--- src/rtl/voter_auth_controller.sv ---
// rtl/voter_auth_controller.sv - initiator-side voter ID authentication controller
//
// Purpose: accepts a voter ID, looks it up in the voter database and rejects
// reserved or duplicate IDs. If the database is full it reports that instead.
// Otherwise it arms the ballot unit for one bounded window. The ID is written to
// the next free database slot only once the vote has been cast. Exactly one
// result pulse is produced per accepted request. Dropping mode to 0 abandons
// the transaction silently.
//
// Ports:
//   clk, reset                    rising-edge clock, synchronous active-high reset
//   mode                          1 = voting mode; 0 aborts any transaction in flight
//   id_valid, voter_id, id_ready  ID handshake (transfer when id_valid && id_ready)
//   db_control, db_read, db_write database enable and lookup/write strobes
//   db_voter_id                   ID under lookup
//   db_valid_voter, db_address    ID and slot for the database write
//   db_status                     1 = ID already present in the database
//   vote_enable, vote_done        ballot unit arm / vote-cast handshake
//   result_valid, result_code     1-cycle result: 00 ok, 01 dup/reserved, 10 full, 11 timeout
//   voters_count                  number of voters recorded so far
module voter_auth_controller #(
  parameter int WORD_SIZE    = 5,
  parameter int ADDRESS_SIZE = 4,
  parameter int DB_LAT       = 1,
  parameter int TIMEOUT      = 255
) (
  input  logic                    clk,
  input  logic                    reset,
  input  logic                    mode,
  input  logic                    id_valid,
  input  logic [WORD_SIZE-1:0]    voter_id,
  output logic                    id_ready,
  output logic                    db_control,
  output logic                    db_read,
  output logic                    db_write,
  output logic [WORD_SIZE-1:0]    db_voter_id,
  output logic [WORD_SIZE-1:0]    db_valid_voter,
  output logic [ADDRESS_SIZE-1:0] db_address,
  input  logic                    db_status,
  output logic                    vote_enable,
  input  logic                    vote_done,
  output logic                    result_valid,
  output logic [1:0]              result_code,
  output logic [ADDRESS_SIZE-1:0] voters_count
);

  localparam int CAPACITY = 2**ADDRESS_SIZE - 1;
  localparam logic [ADDRESS_SIZE-1:0] CAP      = ADDRESS_SIZE'(CAPACITY);
  localparam logic [7:0]              LAT_LAST = 8'(DB_LAT - 1);
  localparam logic [7:0]              TMO      = 8'(TIMEOUT);

  localparam logic [1:0] CODE_OK   = 2'b00;
  localparam logic [1:0] CODE_DUP  = 2'b01;
  localparam logic [1:0] CODE_FULL = 2'b10;
  localparam logic [1:0] CODE_TMO  = 2'b11;

  typedef enum logic [2:0] {
    S_IDLE, S_LOOKUP, S_CHECK, S_BALLOT, S_RECORD, S_DONE
  } state_t;

  state_t                  state_q, state_d;
  logic [WORD_SIZE-1:0]    id_q, id_d;
  logic [7:0]              lat_q, lat_d;
  logic [7:0]              timer_q, timer_d;
  logic [1:0]              code_q, code_d;
  logic [ADDRESS_SIZE-1:0] count_q, count_d;

  always_ff @(posedge clk) begin
    if (reset) begin
      state_q <= S_IDLE;
      id_q    <= '0;
      lat_q   <= '0;
      timer_q <= '0;
      code_q  <= '0;
      count_q <= '0;
    end else begin
      state_q <= state_d;
      id_q    <= id_d;
      lat_q   <= lat_d;
      timer_q <= timer_d;
      code_q  <= code_d;
      count_q <= count_d;
    end
  end

  always_comb begin
    state_d = state_q;
    id_d    = id_q;
    lat_d   = lat_q;
    timer_d = timer_q;
    code_d  = code_q;
    count_d = count_q;

    case (state_q)
      S_IDLE: begin
        if (id_valid && mode) begin
          id_d    = voter_id;
          lat_d   = '0;
          state_d = S_LOOKUP;
        end
      end
      S_LOOKUP: begin
        if (lat_q == LAT_LAST) state_d = S_CHECK;
        else                   lat_d   = lat_q + 8'd1;
      end
      S_CHECK: begin
        // Reserved/duplicate IDs are rejected before the capacity test.
        if (id_q == '0 || db_status) begin
          code_d  = CODE_DUP;
          state_d = S_DONE;
        end else if (count_q == CAP) begin
          code_d  = CODE_FULL;
          state_d = S_DONE;
        end else begin
          timer_d = '0;
          state_d = S_BALLOT;
        end
      end
      S_BALLOT: begin
        // A vote arriving on the last timer cycle still counts.
        if (vote_done) begin
          state_d = S_RECORD;
        end else if (timer_q == TMO) begin
          code_d  = CODE_TMO;
          state_d = S_DONE;
        end else begin
          timer_d = timer_q + 8'd1;
        end
      end
      S_RECORD: begin
        if (count_q != CAP) count_d = count_q + 1'b1;
        code_d  = CODE_OK;
        state_d = S_DONE;
      end
      S_DONE:  state_d = S_IDLE;
      default: state_d = S_IDLE;
    endcase

    // Leaving voting mode abandons the transaction without counting the voter.
    if (state_q != S_IDLE && !mode) begin
      state_d = S_IDLE;
      count_d = count_q;
    end
  end

  assign id_ready       = (state_q == S_IDLE) && mode;
  assign db_read        = (state_q == S_LOOKUP) || (state_q == S_CHECK);
  assign db_write       = (state_q == S_RECORD);
  assign db_control     = db_read || db_write;
  assign db_voter_id    = db_read  ? id_q : '0;
  assign db_valid_voter = db_write ? id_q : '0;
  assign db_address     = db_write ? count_q : '0;
  assign vote_enable    = (state_q == S_BALLOT);
  assign result_valid   = (state_q == S_DONE);
  assign result_code    = result_valid ? code_q : 2'b00;
  assign voters_count   = count_q;

endmodule
--- config.mk ---
export PLATFORM = sky130hd
export DESIGN_NAME = voter_auth_controller
export DESIGN_NICKNAME = d
export VERILOG_FILES = /design/src/rtl/voter_auth_controller.sv
export SDC_FILE = /design/constraint.sdc
export NUM_CORES = 1
export LEC_CHECK = 0
export BUFFER_PORTS_ARGS = -buffer_cell sky130_fd_sc_hd__buf_2
export CORE_ASPECT_RATIO = 0.8
export CORE_MARGIN = 2
export CORE_UTILIZATION = 40
export DETAILED_ROUTE_END_ITERATION = 7
export PLACE_DENSITY = 0.69
export SLEW_MARGIN = 0
export SYNTH_ARGS = -nofsm -noshare
export SYNTH_HDL_FRONTEND = slang
export SYNTH_SLANG_ARGS = --single-unit
export TNS_END_PERCENT = 10
--- constraint.sdc ---
create_clock -name clk -period 1.75 [get_ports clk]
set_clock_uncertainty 0.1 [all_clocks]
set_input_delay 0.2625 -clock clk [delete_from_list [all_inputs] [get_ports clk]]
set_output_delay 0.2625 -clock clk [all_outputs]
set_load 0.05 [all_outputs]
==> flow_metrics.env, run 1 <==
export IMPL_maxCapViolations=0
export IMPL_rsz0062_at_grt="true"
export IMPL_r2r_setup_slack_ps=-50
export IMPL_htree_levels=2
export IMPL_finalPower_mw=2.42
export IMPL_reg2reg_from="timer_q[1]"
export IMPL_hold_class="in2reg"
export IMPL_p_seq_share_pct=32.1
export IMPL_post_route_period_util_pct=103
export IMPL_insertion_delay_ps=280
export IMPL_combPwrFrac_pct=44.9
export IMPL_start_util_pct=41.9
export IMPL_cp_required_ps=1390
export IMPL_via_count=1809
export IMPL_synth_top_area_share_pct=33.9
export IMPL_stdcell_count=348
export IMPL_rows=21
export IMPL_final_util_pct=65.1
export IMPL_layout_setup_ws_ps=-57.0
export IMPL_dr_pass1_iters=4
export IMPL_avgSynthCellArea_um2=8.48
export IMPL_core_area_um2=4230
export IMPL_p_int_mw=1.54
export IMPL_ys_seq_area_share_pct=33.9
export IMPL_synth_ff_type="dfxtp_1"
export IMPL_area_growth_syn_to_layout_pct=55.5
export IMPL_final_cell_mix="buf_4, dfxtp_1, a21oi_1, nor2_1, nand2_1"
export IMPL_synth_warnings=0
export IMPL_r2r_end="timer_q[6]"
export IMPL_fmax_ghz=0.553
export IMPL_clk_pin_slew_worst_paths_ps=60
export IMPL_routedWlPerCell_um=14.0
export IMPL_cp_start_kind="flip-flop"
export IMPL_syn_area_um2=1770
export IMPL_numCtsBuffers=5
export IMPL_root_buffer="clkbuf_8"
export IMPL_tritoncts="done"
export IMPL_synth_top_area_cell="dfxtp_1"
export IMPL_hold_start="voter_id[0]"
export IMPL_grt_first_pass_wirelength_um=7940
export IMPL_cts_path_max_buffers=2
export IMPL_ios=37
export IMPL_clkSinkCount=30
export IMPL_dp_hpwl_um=3150
export IMPL_syn_nets=224
export IMPL_vdd_drop_max_v=0.000430
export IMPL_worstPathArrival_ps=1440
export IMPL_layout_nets=306
export IMPL_run_status="finished, violations left"
export IMPL_num_antenna_cells=0
export IMPL_cts_hold_buf=0
export IMPL_route_detailed_drc=0
export IMPL_drt_iter0_drc=97
export IMPL_syn_inst=209
export IMPL_hold_path_end="id_q[0]"
export IMPL_vias_per_cell=5.20
export IMPL_die_h_um=63.5
export IMPL_finalMaxSlewViolations=0
export IMPL_power_switching_mw=0.879
export IMPL_grt_pass1_vias=1698
export IMPL_hold_ws_ps=118
export IMPL_placed_cells=334
export IMPL_drive_gt1_share_pct=47.4
export IMPL_slew_headroom_pct=69.1
export IMPL_antenna_found_initial=0
export IMPL_portBuffers=36
export IMPL_ant_nets=0
export IMPL_period_needed_ps=1810
export IMPL_holdPathStages=3
export IMPL_clkPwrFrac_pct=23.1
export IMPL_synth_seq_cells=30
export IMPL_place_congestion=0.849
export IMPL_final_common_cell="buf_4"
export IMPL_worstRegToRegCells=4
export IMPL_synth_edf_count=0
export IMPL_critPathKind="reg2out"
export IMPL_synth_area_top_cells="dfxtp_1, and2_1, a21oi_1, nor2_1, nand2_1"
export IMPL_finalSetupViolCount=16
export IMPL_critPathMaxFanout=5
export IMPL_die_area_um2=4980
export IMPL_fillers=330
export IMPL_p_leak_nw=1.11
export IMPL_die_w_um=78.4
export IMPL_powerDensity_nw_per_um2=879
export IMPL_synth_cell_types=51
export IMPL_grt_ovfl_total=0
export IMPL_switching_share_pct=36.3
export IMPL_routed_wl_um=4880
export IMPL_finalHoldViolations=0
export IMPL_failed_checks="negative setup slack"
export IMPL_grt_start_max_net_pins=24
export IMPL_groute_usage_overall_pct=20.2
export IMPL_async_reset_ff_share_pct=0
export IMPL_dp_slack_ps=-108
export IMPL_cp_end_kind="output port"
export IMPL_tightest_slew_ps=463
## worst max-delay path: stages (launching register included)
cell	delay (ps)
dfxtp_2	330
buf_6	130
xnor2_4	120
buf_6	120
nor2_4	150
and2_4	180
buf_8	140
## kinds of logic (layout without fill, tap and decap cells)
| group | after synthesis | after routing | share of synthesized area (%) |
|---|---|---|---|
| and+or+nand+nor | 103 | 104 | 33.3 |
| AOI/OAI and AO/OA | 44 | 44 | 18.9 |
| DFF | 30 | 30 | 33.9 |
| buffers and inverters | 16 | 97 | 4.94 |
| xor gates and xnor gates | 8 | 8 | 3.95 |
| adders and majority gates | 5 | 5 | 3.39 |
| muxes | 3 | 3 | 1.69 |
## power by group through the flow
stage / Sequential (mW) / Combinational [mW] / Clock, mW
6_report: 0.776 / 1.09 / 0.559
5_1_grt: 0.779 / 1.16 / 0.608
4_1_cts: 0.764 / 0.974 / 0.572
3_5_place_dp: 0.810 / 0.807 / 0
3_3_place_gp: 0.807 / 0.805 / 0
2_1_floorplan: 0.774 / 0.593 / 0
## flip-flops by register name (all words and copies together) (netlist names)
name and cells:
state_q 3, lat_q 8, timer_q 8, voters_count 4, code_q 2, id_q 5
## cells in the mapped netlist (all sizes together) (5+ instances only)
library cell,count
o21ai,6
a21oi,21
nand2,19
nor2,21
inv,7
nor3,12
nand3,12
and2,18
xor2,5
dfxtp,30
## per-stage QoR
step / area [µm²] / TNS [ps]
floorplan: 1810 / -4280
global placement: 2300 / -23.2
detailed placement: 2300 / -185
CTS: 2600 / -534
global route: 2760 / -1990
finish: 2760 / -414
## timing repair
action,4_1_cts,5_1_grt
endpoints found under the setup margin,26,40
gates resized for setup,52,34
pin swaps,10,20
buffers inserted,5,1
gates cloned,1,0
## layout make-up
class	count	area (µm²)	area share (%)
well taps	57	71.3	2.59
inverters	8	31.3	1.14
repair buffers	82	694	25.2
multi-input cells	164	1260	45.7
clock buffers	7	86.3	3.13
flip-flops and latches	30	613	22.3
## layer usage
layer	GRT usage (%)	wire length, µm	vias to the layer above
li1	-	-	901
met1	26.7	2140	840
met2	32.2	2400	59
met3	4.30	265	9
met4	8.11	78	0
met5	0	0	-
## worst max path at each step
stage                     from        endpoint  slack [ps]  cells after the start
2_1_floorplan  voters_count[0]       code_q[0]        -340                      6
3_3_place_gp          lat_q[0]      state_q[0]         -10                      8
3_5_place_dp        timer_q[0]      timer_q[6]        -110                      4
4_1_cts             state_q[1]  db_voter_id[3]         -50                      6
5_1_grt             timer_q[1]       code_q[0]        -130                      6
6_report            state_q[1]  db_voter_id[3]         -60                      6
No activity file was read; power rests on OpenSTA's default activity.
==> inputs of run 2 (changes only) <==
CTS_BUF_LIST = sky130_fd_sc_hd__clkbuf_4   (was default)
==> flow_metrics.env, run 2 (synthesis results as in run 1) <==
export IMPL_finalMaxSlewViolations=0
export IMPL_cp_end_kind="output port"
export IMPL_met1_length_um=2170
export IMPL_tightest_slew_ps=490
export IMPL_grt_pass1_vias=1725
export IMPL_crit_path_frequent_cell="buf_6"
export IMPL_clkSinkCount=30
export IMPL_reg_top3="lat_q: 8 flops, timer_q: 8 flops, id_q: 5 flops"
export IMPL_r2r_setup_slack_ps=-60
export IMPL_vdd_drop_max_v=0.000418
export IMPL_run_status="finished, violations left"
export IMPL_drt_iter0_drc=103
export IMPL_finalHoldViolations=0
export IMPL_htree_levels=2
export IMPL_finalSetupViolCount=23
export IMPL_cp_required_ps=1390
export IMPL_dr_max_layer_used="met4"
export IMPL_num_antenna_cells=0
export IMPL_holdPathStages=3
export IMPL_portBuffers=36
export IMPL_routed_wl_um=4950
export IMPL_critPathMaxFanout=5
export IMPL_grt_start_max_net_pins=24
export IMPL_final_util_pct=64.1
export IMPL_fillers=348
export IMPL_tritoncts="done"
export IMPL_hold_start="voter_id[0]"
export IMPL_insertion_delay_ps=320
export IMPL_routedWlPerCell_um=14.3
export IMPL_vias_per_cell=5.20
export IMPL_p_leak_nw=1.09
export IMPL_die_w_um=78.4
export IMPL_grt_ovfl_total=0
export IMPL_finalPower_mw=2.25
export IMPL_critical_path_cell_chain="buf_6 -> xnor2_4 -> buf_6 -> nor2_4 -> and2_4 -> buf_8"
export IMPL_worstRegToRegCells=4
export IMPL_die_area_um2=4980
export IMPL_route_detailed_drc=0
export IMPL_placed_cell_area_um2=2300
export IMPL_ios=37
export IMPL_grt_first_pass_wirelength_um=8000
export IMPL_core_area_um2=4230
export IMPL_failed_checks="negative setup slack"
export IMPL_start_util_pct=41.9
export IMPL_post_route_period_util_pct=107
export IMPL_r2r_end="timer_q[6]"
export IMPL_hold_ws_ps=71.1
export IMPL_numCtsBuffers=5
export IMPL_layout_setup_ws_ps=-114
export IMPL_ant_nets=0
export IMPL_wl_met2_um=2400
export IMPL_maxCapViolations=0
export IMPL_fmax_ghz=0.537
export IMPL_hold_path_end="id_q[0]"
export IMPL_final_common_cell="buf_4"
export IMPL_powerDensity_nw_per_um2=830
export IMPL_reg2reg_from="timer_q[1]"
export IMPL_slew_headroom_pct=67.3
export IMPL_area_growth_syn_to_layout_pct=53.0
export IMPL_dr_wl_met3_um=240
export IMPL_dp_hpwl_um=3150
export IMPL_drive_gt1_share_pct=46.2
export IMPL_cp_start_kind="flip-flop"
export IMPL_final_area_um2=2710
export IMPL_root_buffer="clkbuf_4"
export IMPL_antenna_found_initial=0
export IMPL_place_congestion=0.849
export IMPL_final_cell_mix="buf_4, dfxtp_1, buf_6, a21oi_1"
export IMPL_via_count=1805
export IMPL_hold_class="in2reg"
export IMPL_cts_path_max_buffers=2
export IMPL_dp_slack_ps=-108
export IMPL_rsz0062_at_grt="true"
export IMPL_period_needed_ps=1860
export IMPL_rows=21
export IMPL_layout_nets=305
export IMPL_die_h_um=63.5
export IMPL_max_stage_delay_ps=340
export IMPL_multi_input_area_um2=1250
export IMPL_groute_usage_overall_pct=20.4
export IMPL_critPathKind="reg2out"
export IMPL_cp_slowest_cell="dfxtp_2"
export IMPL_clk_pin_slew_worst_paths_ps=90
export IMPL_worstPathArrival_ps=1500
export IMPL_seq_area_um2=612
export IMPL_dr_pass1_iters=4
[run 2: report_power, final]
part | total (mW) | internal, mW | switching [mW]
sequential | 0.771 | 0.723 | 0.0481
clock | 0.386 | 0.161 | 0.225
combinational | 1.09 | 0.496 | 0.596
[run 2: area by class of cell]
class / count / share of cell area (%)
well taps: 57 / 2.63
clock inverters: 1 / 0.138
multi-input cells: 164 / 46.2
clock buffers: 6 / 1.66
flip-flops and latches: 30 / 22.6
repair buffers: 81 / 25.6
inverters: 8 / 1.15
[run 2: critical path: cells and delay by family (launching register included)]
family                    cells  cell delay [ps]
xor gates and xnor gates      1              120
buffers and inverters         3              400
DFF                           1              340
and+or+nand+nor               2              320
[run 2: layer usage]
layer	track usage, %	up-vias
li1	-	905
met1	26.4	837
met2	33.5	50
met3	4.73	13
met4	7.24	0
met5	0	-
[run 2: repair_timing]
item                                    4_1_cts  5_1_grt
setup buffers                                 4        1
gates cloned                                  1        0
resized for setup                            56       28
pin swaps                                    11       11
hold buffers                                  0        0
endpoints found under the setup margin       27       40
[run 2: metrics by stage]
stage / setup TNS [ps] / cells
after floorplan: -4280 / 209
after global placement: -23.2 / 334
after detailed placement: -185 / 334
after CTS: -1570 / 346
after global routing: -3520 / 347
final: -1460 / 347
[run 2: worst max path at each step]
stage                    start        endpoint  slack [ps]  cells after the start
2_1_floorplan  voters_count[0]       code_q[0]        -340                      6
3_3_place_gp          lat_q[0]      state_q[0]         -10                      8
3_5_place_dp        timer_q[0]      timer_q[6]        -110                      4
4_1_cts             state_q[1]  db_voter_id[3]        -120                      6
5_1_grt             state_q[1]  db_voter_id[0]        -180                      6
6_report            state_q[1]  db_voter_id[0]        -110                      6
==> inputs of run 3 (changes only) <==
PLACE_DENSITY = default   (was 0.69)
==> flow_metrics.env, run 3 (synthesis results as in run 1) <==
export IMPL_run_status="finished, violations left"
export IMPL_failed_checks="negative setup slack"
export IMPL_die_w_um=78.4
export IMPL_hold_class="in2reg"
export IMPL_maxCapViolations=0
export IMPL_dp_hpwl_um=3300
export IMPL_reg_top3="lat_q: 8 flops, timer_q: 8 flops, id_q: 5 flops"
export IMPL_ios=37
export IMPL_die_h_um=63.5
export IMPL_hold_start="voter_id[3]"
export IMPL_worstPathArrival_ps=1520
export IMPL_grt_start_max_net_pins=24
export IMPL_clk_pin_slew_worst_paths_ps=100
export IMPL_r2r_setup_slack_ps=-90
export IMPL_seq_area_um2=611
export IMPL_rows=21
export IMPL_vias_per_cell=5.06
export IMPL_layout_nets=310
export IMPL_finalHoldViolations=0
export IMPL_critPathKind="reg2out"
export IMPL_fmax_ghz=0.531
export IMPL_powerDensity_nw_per_um2=880
export IMPL_routed_wl_um=4920
export IMPL_finalMaxSlewViolations=0
export IMPL_routedWlPerCell_um=13.9
export IMPL_r2r_end="timer_q[7]"
export IMPL_numCtsBuffers=5
export IMPL_hold_ws_ps=71.3
export IMPL_multi_input_area_um2=1240
export IMPL_cts_path_max_buffers=2
export IMPL_place_congestion=0.817
export IMPL_final_cell_mix="buf_4, dfxtp_1, buf_6, a21oi_1"
export IMPL_drive_gt1_share_pct=47.3
export IMPL_ant_nets=0
export IMPL_fillers=347
export IMPL_grt_first_pass_wirelength_um=7990
export IMPL_area_growth_syn_to_layout_pct=56.3
export IMPL_final_common_cell="buf_4"
export IMPL_rsz0062_at_grt="true"
export IMPL_root_buffer="clkbuf_4"
export IMPL_dp_slack_ps=-92.4
export IMPL_antenna_found_initial=0
export IMPL_finalPower_mw=2.44
export IMPL_grt_pass1_vias=1692
export IMPL_die_area_um2=4980
export IMPL_grt_ovfl_total=0
export IMPL_dr_pass1_iters=4
export IMPL_layout_setup_ws_ps=-134
export IMPL_insertion_delay_ps=320
export IMPL_num_antenna_cells=0
export IMPL_critPathMaxFanout=6
export IMPL_reg2reg_from="state_q[0]"
export IMPL_htree_levels=2
export IMPL_finalSetupViolCount=20
export IMPL_groute_usage_overall_pct=20.4
export IMPL_route_detailed_drc=0
export IMPL_final_util_pct=65.5
export IMPL_post_route_period_util_pct=108
export IMPL_tns_ps=-1340
export IMPL_tightest_slew_ps=478
export IMPL_tritoncts="done"
export IMPL_core_area_um2=4230
export IMPL_cp_required_ps=1390
export IMPL_slew_headroom_pct=68.1
export IMPL_hold_path_end="id_q[3]"
export IMPL_period_needed_ps=1880
export IMPL_cp_start_kind="flip-flop"
export IMPL_cp_end_kind="output port"
export IMPL_portBuffers=36
export IMPL_vdd_drop_max_v=0.000592
export IMPL_drt_iter0_drc=102
export IMPL_clkSinkCount=30
export IMPL_worstRegToRegCells=6
export IMPL_holdPathStages=3
export IMPL_p_leak_nw=1.14
export IMPL_via_count=1785
export IMPL_start_util_pct=41.9
## run 3: changes by cell type in the layout (fill, tap and decap cells not counted), sizes merged
cell	previous run	this run
clkinv	2	1
buf	81	86
clkbuf	6	8
## run 3: power by group
group	switching, mW	total, mW	internal [mW]	leakage, nW
Combinational	0.614	1.22	0.609	0.857
Clock	0.236	0.442	0.207	0.0368
Sequential	0.0471	0.771	0.724	0.245
## run 3: critical path: stages, from the launching register on
cell	delay, ps
dfxtp_4	390
buf_8	140
buf_4	130
nor2_4	180
and2_1	190
buf_6	170
## run 3: metal layers
metal / routed length (µm) / GRT usage [%]
met3: 173 / 4.30
met2: 2370 / 32.9
met5: 0 / 0
met4: 30 / 5.70
met1: 2340 / 27.7
## run 3: how the worst max path moves through the flow
stage | slack [ps] | depth (start not counted) | end | from
after global placement | -30 | 8 | state_q[0] | lat_q[0]
after global routing | -180 | 5 | db_address[0] | state_q[0]
after detailed placement | -90 | 6 | code_q[0] | timer_q[0]
after CTS | -110 | 6 | db_voter_id[3] | state_q[1]
after floorplan | -340 | 6 | code_q[0] | voters_count[0]
final | -130 | 5 | db_address[0] | state_q[0]
## run 3: timing repair
item | in CTS | in global routing
pin swaps | 13 | 9
gates cloned | 1 | 0
hold buffers | 0 | 0
setup buffers | 4 | 5
setup endpoints to repair | 29 | 38
gates resized for setup | 63 | 25
## run 3: cell type report
cell class	instances	share of cell area, %
Inverter	8	1.13
Multi-Input combinational cell	164	44.7
Timing Repair Buffer	86	27.4
Sequential cell	30	22.1
Tap cell	57	2.58
Clock buffer	8	2.17
## run 3: through the flow
stage	cells	instance area, µm²
after floorplan	209	1810
after global placement	335	2310
after detailed placement	335	2310
after CTS	348	2620
after global routing	353	2770
final	353	2770
